==> config.mk <==
export PLATFORM = sky130hd
export DESIGN_NAME = inc_dec_btn_ctrl
export DESIGN_NICKNAME = d
export VERILOG_FILES = /design/src/rtl/inc_dec_btn_ctrl.sv
export SDC_FILE = /design/constraint.sdc
export NUM_CORES = 1
export LEC_CHECK = 0
export CORE_AREA = 5 5 109 80
export DETAILED_ROUTE_END_ITERATION = 8
export DIE_AREA = 0 0 114 85
export DONT_BUFFER_PORTS = 1
export SYNTH_ARGS = -nofsm -noshare
export SYNTH_HDL_FRONTEND = slang
export SYNTH_SLANG_ARGS = --single-unit
==> constraint.sdc <==
create_clock -name CLK -period 2.1 [get_ports CLK]
set_clock_uncertainty 0.15 [all_clocks]
set_input_delay 0.42 -clock CLK [delete_from_list [all_inputs] [get_ports CLK]]
set_output_delay 0.42 -clock CLK [all_outputs]
set_load 0.05 [all_outputs]
==> src/rtl/inc_dec_btn_ctrl.sv <==
// Up/down button debounce with single-cycle inc/dec strobes.
// Define INC_DEC_AUTO_REPEAT_EN to build hold-to-repeat (HOLD/REPEAT).
module inc_dec_btn_ctrl #(
  parameter int DEBOUNCE_CYCLES = 50000,
  parameter int REPEAT_DELAY    = 25000000,
  parameter int REPEAT_PERIOD   = 5000000
) (
  input  logic CLK,
  input  logic CLR_N,
  input  logic BTN_UP,
  input  logic BTN_DOWN,
  output logic INC_EN,
  output logic DEC_EN,
  output logic CE,
  output logic UP_DB,
  output logic DOWN_DB
);

  localparam int DBW = $clog2(DEBOUNCE_CYCLES + 1);
  localparam logic [DBW-1:0] DB_MAX = DBW'(DEBOUNCE_CYCLES);

  if (DEBOUNCE_CYCLES < 1) begin : g_bad_db
    $error("DEBOUNCE_CYCLES must be >= 1");
  end
  if (REPEAT_DELAY < 2 || REPEAT_PERIOD < 2) begin : g_bad_rpt
    $error("REPEAT_DELAY and REPEAT_PERIOD must be >= 2");
  end

  logic [1:0] btn;
  logic [1:0] sync1;
  logic [1:0] sync2;
  logic [1:0] db;

  assign btn = {BTN_DOWN, BTN_UP};

  always_ff @(posedge CLK or negedge CLR_N) begin
    if (!CLR_N) begin
      sync1 <= '0;
      sync2 <= '0;
    end else begin
      sync1 <= btn;
      sync2 <= sync1;
    end
  end

  // Level flips only after the counter has sat at DB_MAX for a cycle.
  for (genvar g = 0; g < 2; g++) begin : g_db
    logic [DBW-1:0] cnt;
    logic           lvl;

    always_ff @(posedge CLK or negedge CLR_N) begin
      if (!CLR_N) begin
        cnt <= '0;
        lvl <= 1'b0;
      end else if (sync2[g] == lvl) begin
        cnt <= '0;
      end else if (cnt == DB_MAX) begin
        cnt <= '0;
        lvl <= ~lvl;
      end else begin
        cnt <= cnt + 1'b1;
      end
    end

    assign db[g] = lvl;
  end

  logic up_db;
  logic dn_db;

  assign up_db   = db[0];
  assign dn_db   = db[1];
  assign UP_DB   = up_db;
  assign DOWN_DB = dn_db;

  typedef enum logic [2:0] {
    S_IDLE,
    S_FIRST,
`ifdef INC_DEC_AUTO_REPEAT_EN
    S_HOLD,
    S_REPEAT,
`endif
    S_WAIT_REL,
    S_LOCK
  } state_t;

  state_t state_q;
  state_t state_d;
  logic   dir_q;
  logic   dir_d;
  logic   fire;
  logic   inc_d;
  logic   dec_d;
  logic   pressed;
  logic   other;

  assign pressed = dir_q ? up_db : dn_db;
  assign other   = dir_q ? dn_db : up_db;

`ifdef INC_DEC_AUTO_REPEAT_EN
  localparam int RMAX = (REPEAT_DELAY > REPEAT_PERIOD) ?
                        REPEAT_DELAY : REPEAT_PERIOD;
  localparam int RW   = $clog2(RMAX + 1);
  localparam logic [RW-1:0] DLY_LD = RW'(REPEAT_DELAY - 1);
  localparam logic [RW-1:0] PER_LD = RW'(REPEAT_PERIOD - 1);

  logic [RW-1:0] cnt_q;
  logic [RW-1:0] cnt_d;
  logic [RW-1:0] cnt_dec;

  assign cnt_dec = (cnt_q == '0) ? '0 : cnt_q - 1'b1;
`endif

  always_comb begin
    state_d = state_q;
    dir_d   = dir_q;
    fire    = 1'b0;
`ifdef INC_DEC_AUTO_REPEAT_EN
    cnt_d   = cnt_q;
`endif
    unique case (state_q)
      S_IDLE: begin
        if (up_db && dn_db) begin
          state_d = S_LOCK;
        end else if (up_db ^ dn_db) begin
          state_d = S_FIRST;
          dir_d   = up_db;
          fire    = 1'b1;
`ifdef INC_DEC_AUTO_REPEAT_EN
          cnt_d   = DLY_LD;
`endif
        end
      end
      S_FIRST: begin
        if (!pressed) begin
          state_d = S_IDLE;
        end else if (other) begin
          state_d = S_LOCK;
        end else begin
`ifdef INC_DEC_AUTO_REPEAT_EN
          state_d = S_HOLD;
          cnt_d   = cnt_dec;
`else
          state_d = S_WAIT_REL;
`endif
        end
      end
`ifdef INC_DEC_AUTO_REPEAT_EN
      S_HOLD, S_REPEAT: begin
        // Release wins over a repeat due in the same cycle.
        if (!pressed) begin
          state_d = S_IDLE;
        end else if (other) begin
          state_d = S_LOCK;
        end else if (cnt_q == '0) begin
          state_d = S_REPEAT;
          fire    = 1'b1;
          cnt_d   = PER_LD;
        end else begin
          cnt_d   = cnt_dec;
        end
      end
`endif
      S_WAIT_REL: begin
        if (!pressed) begin
          state_d = S_IDLE;
        end else if (other) begin
          state_d = S_LOCK;
        end
      end
      S_LOCK: begin
        if (!up_db && !dn_db) begin
          state_d = S_IDLE;
        end
      end
      default: state_d = S_IDLE;
    endcase
    inc_d = fire & dir_d;
    dec_d = fire & ~dir_d;
  end

  always_ff @(posedge CLK or negedge CLR_N) begin
    if (!CLR_N) begin
      state_q <= S_IDLE;
      dir_q   <= 1'b0;
      INC_EN  <= 1'b0;
      DEC_EN  <= 1'b0;
      CE      <= 1'b0;
    end else begin
      state_q <= state_d;
      dir_q   <= dir_d;
      INC_EN  <= inc_d;
      DEC_EN  <= dec_d;
      CE      <= inc_d | dec_d;
    end
  end

`ifdef INC_DEC_AUTO_REPEAT_EN
  always_ff @(posedge CLK or negedge CLR_N) begin
    if (!CLR_N) begin
      cnt_q <= '0;
    end else begin
      cnt_q <= cnt_d;
    end
  end
`endif

endmodule
==> results.py <==
metrics = {
    "critical_path": {
        "endpoint_kind": "flip-flop",
        "worstSetupPathType": "reg2reg",
        "startpoint": "g_db[1].cnt[12]",
        "r2r-start": "g_db[1].cnt[12]",
        "critPathArrivalTime_ns": 1.98,
        "rr_worst_depth": 5,
        "cp_data_required_time_ns": 2.13,
        "startpoint_type": "flip-flop",
        "regToRegSetupSlack_ns": 0.15,
        "cp_max_fo": 8,
        "crit_path_end": "g_db[1].cnt[10]",
        "r2r_end": "g_db[1].cnt[10]",
    },
    "flow_run": {
        "drv_cap": 0,
    },
    "final_layout": {
        "layoutNonFillerInstCount": 334,
        "syn_to_final_growth_pct": 14.5,
        "final_area_um2": 2500,
        "finalNetCount": 244,
        "antenna_cells": 0,
        "fin_util": 0.329,
        "fillers": 784,
        "drive_gt1_frac": 0.116,
    },
    "sta": {
        "finalCritPeriodShare": 0.929,
        "rsz0062_at_grt": "no",
        "maxSlewHeadroom": 0.694,
        "layout_min_cycle_time_ns": 1.95,
        "setup_tns_ns": 0,
        "worst_pin_slew_ns": 0.459,
        "setup_viol": 0,
        "hold_violations": 0,
        "fmax_ghz": 0.513,
        "drv_slew": 0,
    },
    "pwr": {
        "power.internal_uw": 1150,
        "p_comb_frac": 0.047,
        "pwr-share-clk": 0.370,
        "totalPowerFinal_uw": 1500,
        "sw_frac_of_total": 0.231,
        "power_density_nw_per_um2": 599,
        "vdd_drop_max_mv": 0.265,
        "switchingPower_uw": 347,
        "p_leak_uw": 0.00103,
        "seq_power_share": 0.583,
    },
    "synthesis": {
        "syn_area_per_cell_um2": 10.1,
        "ys_ff_latch": 44,
        "synth_area_um2": 2190,
        "synth-warning-count": 0,
        "synth_top_cell_by_area": "dfrtp_1",
        "ys_top_cells_by_count": "dfrtp_1, nor2_1, xnor2_1",
        "ys_seq_area_frac": 0.503,
        "synth_fp_nets": 229,
        "synth_most_common_cell": "dfrtp_1",
        "netlist_instances": 217,
        "synth_edf_count": 0,
        "synth_cell_types": 36,
        "synthFlopType": "dfrtp_1",
        "synthArstFlopShare": 1.00,
        "yosys-top-cells-area": "dfrtp_1, xnor2_1, nor2_1",
        "yosys.area.top_type_share": 0.503,
    },
    "global_routing": {
        "grt.overflow.total": 0,
        "antenna_found_initial": 0,
        "grt_pass1_wl_mm": 7.23,
        "globalRouteTotalUtil": 0.0912,
        "grt_pass1_vias": 1564,
        "grt_max_degree": 45,
    },
    "clocking": {
        "path_clk_slew_ns": 0.09,
        "clock-root-buffer": "clkbuf_8",
        "cts.path.max_buffers": 2,
        "tritoncts": "done",
        "h-tree-depth": 2,
        "cts_buffers": 5,
        "clock_latency_ns": 0.29,
        "clock_sinks": 44,
    },
    "floorplan": {
        "fp.coreArea_um2": 7600,
        "die-width_um": 114,
        "start_util": 0.288,
        "fp-row-count": 27,
        "ioPinCount": 9,
        "fp.dieH_um": 85,
        "die_area_um2": 9690,
    },
    "min_path": {
        "hp-class": "reg2reg",
        "hold-path-cell-count": 0,
    },
    "drt": {
        "dr.pass1.iters": 4,
        "drt_iter0_drc": 125,
        "num_vias": 1583,
        "drc": 0,
        "routedWlPerCell_um": 12.4,
        "via_per_inst": 4.74,
        "ant_nets": 0,
        "finalWirelength_mm": 4.16,
    },
    "placed_design": {
        "dpl.hpwl_mm": 2.93,
        "numPlacedInstances": 322,
        "io_buffer_count": 0,
        "place_area_um2": 2340,
        "routabilityCongestion": 0.788,
    },
    "outcome": {
        "outcome": "completed",
    },
}
-- what timing repair did --
action                                 4_1_cts  5_1_grt
hold buffers                                 4        0
setup buffers                                0        0
resized for setup                            0        2
endpoints found under the hold margin       46        0
setup endpoints to repair                    0        4
-- metrics by stage --
stage          hold slack, ns  worst slack (ns)
2_1_floorplan         -0.0256            0.0303
3_3_place_gp          -0.0230             0.225
3_5_place_dp          -0.0228             0.132
4_1_cts                 0.205             0.122
5_1_grt                 0.208            0.0388
6_report                0.204             0.150
-- area by class of cell --
class / instances / area [um2] / area share
multi-input combinational: 158 / 1020 / 0.406
clock inverter: 2 / 15.0 / 0.00600
inverter: 11 / 41.3 / 0.0165
timing repair buffer: 12 / 118 / 0.0470
clock buffer: 6 / 82.6 / 0.0330
sequential: 44 / 1100 / 0.441
tap: 101 / 126 / 0.0505
-- placed cells by master (no fill, tap or decap) --
master and n:
and2_1 1, inv_2 2, nor2_1 32, nand3b_1 1, o2111ai_1 1, nand3_1 13, buf_4 8, a311oi_1 1
nor3_1 7, buf_16 1, clkinvlp_4 2, dfrtp_2 2, or3_1 2, clkbuf_8 6, or3b_2 1, nor4_1 4
a21oi_1 6, and4_1 3, nor4_4 1, xnor2_1 15, or4_4 1, or4_1 1, o211ai_1 2, or2_2 2
nand2_1 13, xor2_1 12, ha_1 8, nor4bb_1 1, inv_1 9, dlygate4sd3_1 3, dfrtp_1 42, nand2b_1 2
mux2_2 1, o31ai_1 2, o21ai_0 6, nand4_1 11, or4bb_1 1, nor4b_1 2, nand4b_1 1, and3_1 4
-- state kept, by name, summed over array words and instances (netlist names) --
register / count
UP_DB: 1
DEC_EN: 1
g_db.cnt: 32
CE: 1
sync2: 2
DOWN_DB: 1
INC_EN: 1
dir_q: 1
sync1: 2
state_q: 2
-- how the worst min path moves through the flow --
stage,endpoint,from,slack [ns]
floorplan,CE,CLR_N,-0.03
global placement,sync1[0],CLR_N,-0.02
detailed placement,sync1[0],CLR_N,-0.02
CTS,sync2[0],sync1[0],0.21
global route,sync2[0],sync1[0],0.21
finish,sync2[0],sync1[0],0.20
-- metal layers --
| metal | part of all wire | GRT usage |
|---|---|---|
| met4 | 0.012 | 0.0334 |
| met1 | 0.52 | 0.125 |
| met3 | 0.050 | 0.0257 |
| met2 | 0.42 | 0.137 |
| met5 | 0 | 0 |
-- power by group through the flow --
stage / Combinational [uW] / Sequential, uW / Clock (uW)
after floorplan: 37.3 / 887 / 0
after global placement: 41.5 / 891 / 0
after detailed placement: 45.4 / 892 / 0
after CTS: 73.6 / 874 / 582
after global routing: 82.5 / 876 / 618
final: 70.9 / 874 / 555
-- kinds of logic (layout without fill, tap and decap cells) --
logic type	Yosys count	after routing	synth area share
AOI/OAI and AO/OA	18	18	0.0492
muxes	1	1	0.00515
DFF	44	44	0.503
and+or+nand+nor	104	104	0.251
buffers and inverters	15	31	0.0372
adders and majority gates	8	8	0.0458
xor gates and xnor gates	27	27	0.108
-- critical path, stage by stage, from the launching register on --
cell and delay, ns:
dfrtp_1 0.44, or4_4 0.57, nor4_4 0.30, nand2b_1 0.16, buf_4 0.16, nor2_1 0.05
Power figures use the tool's default switching activity.
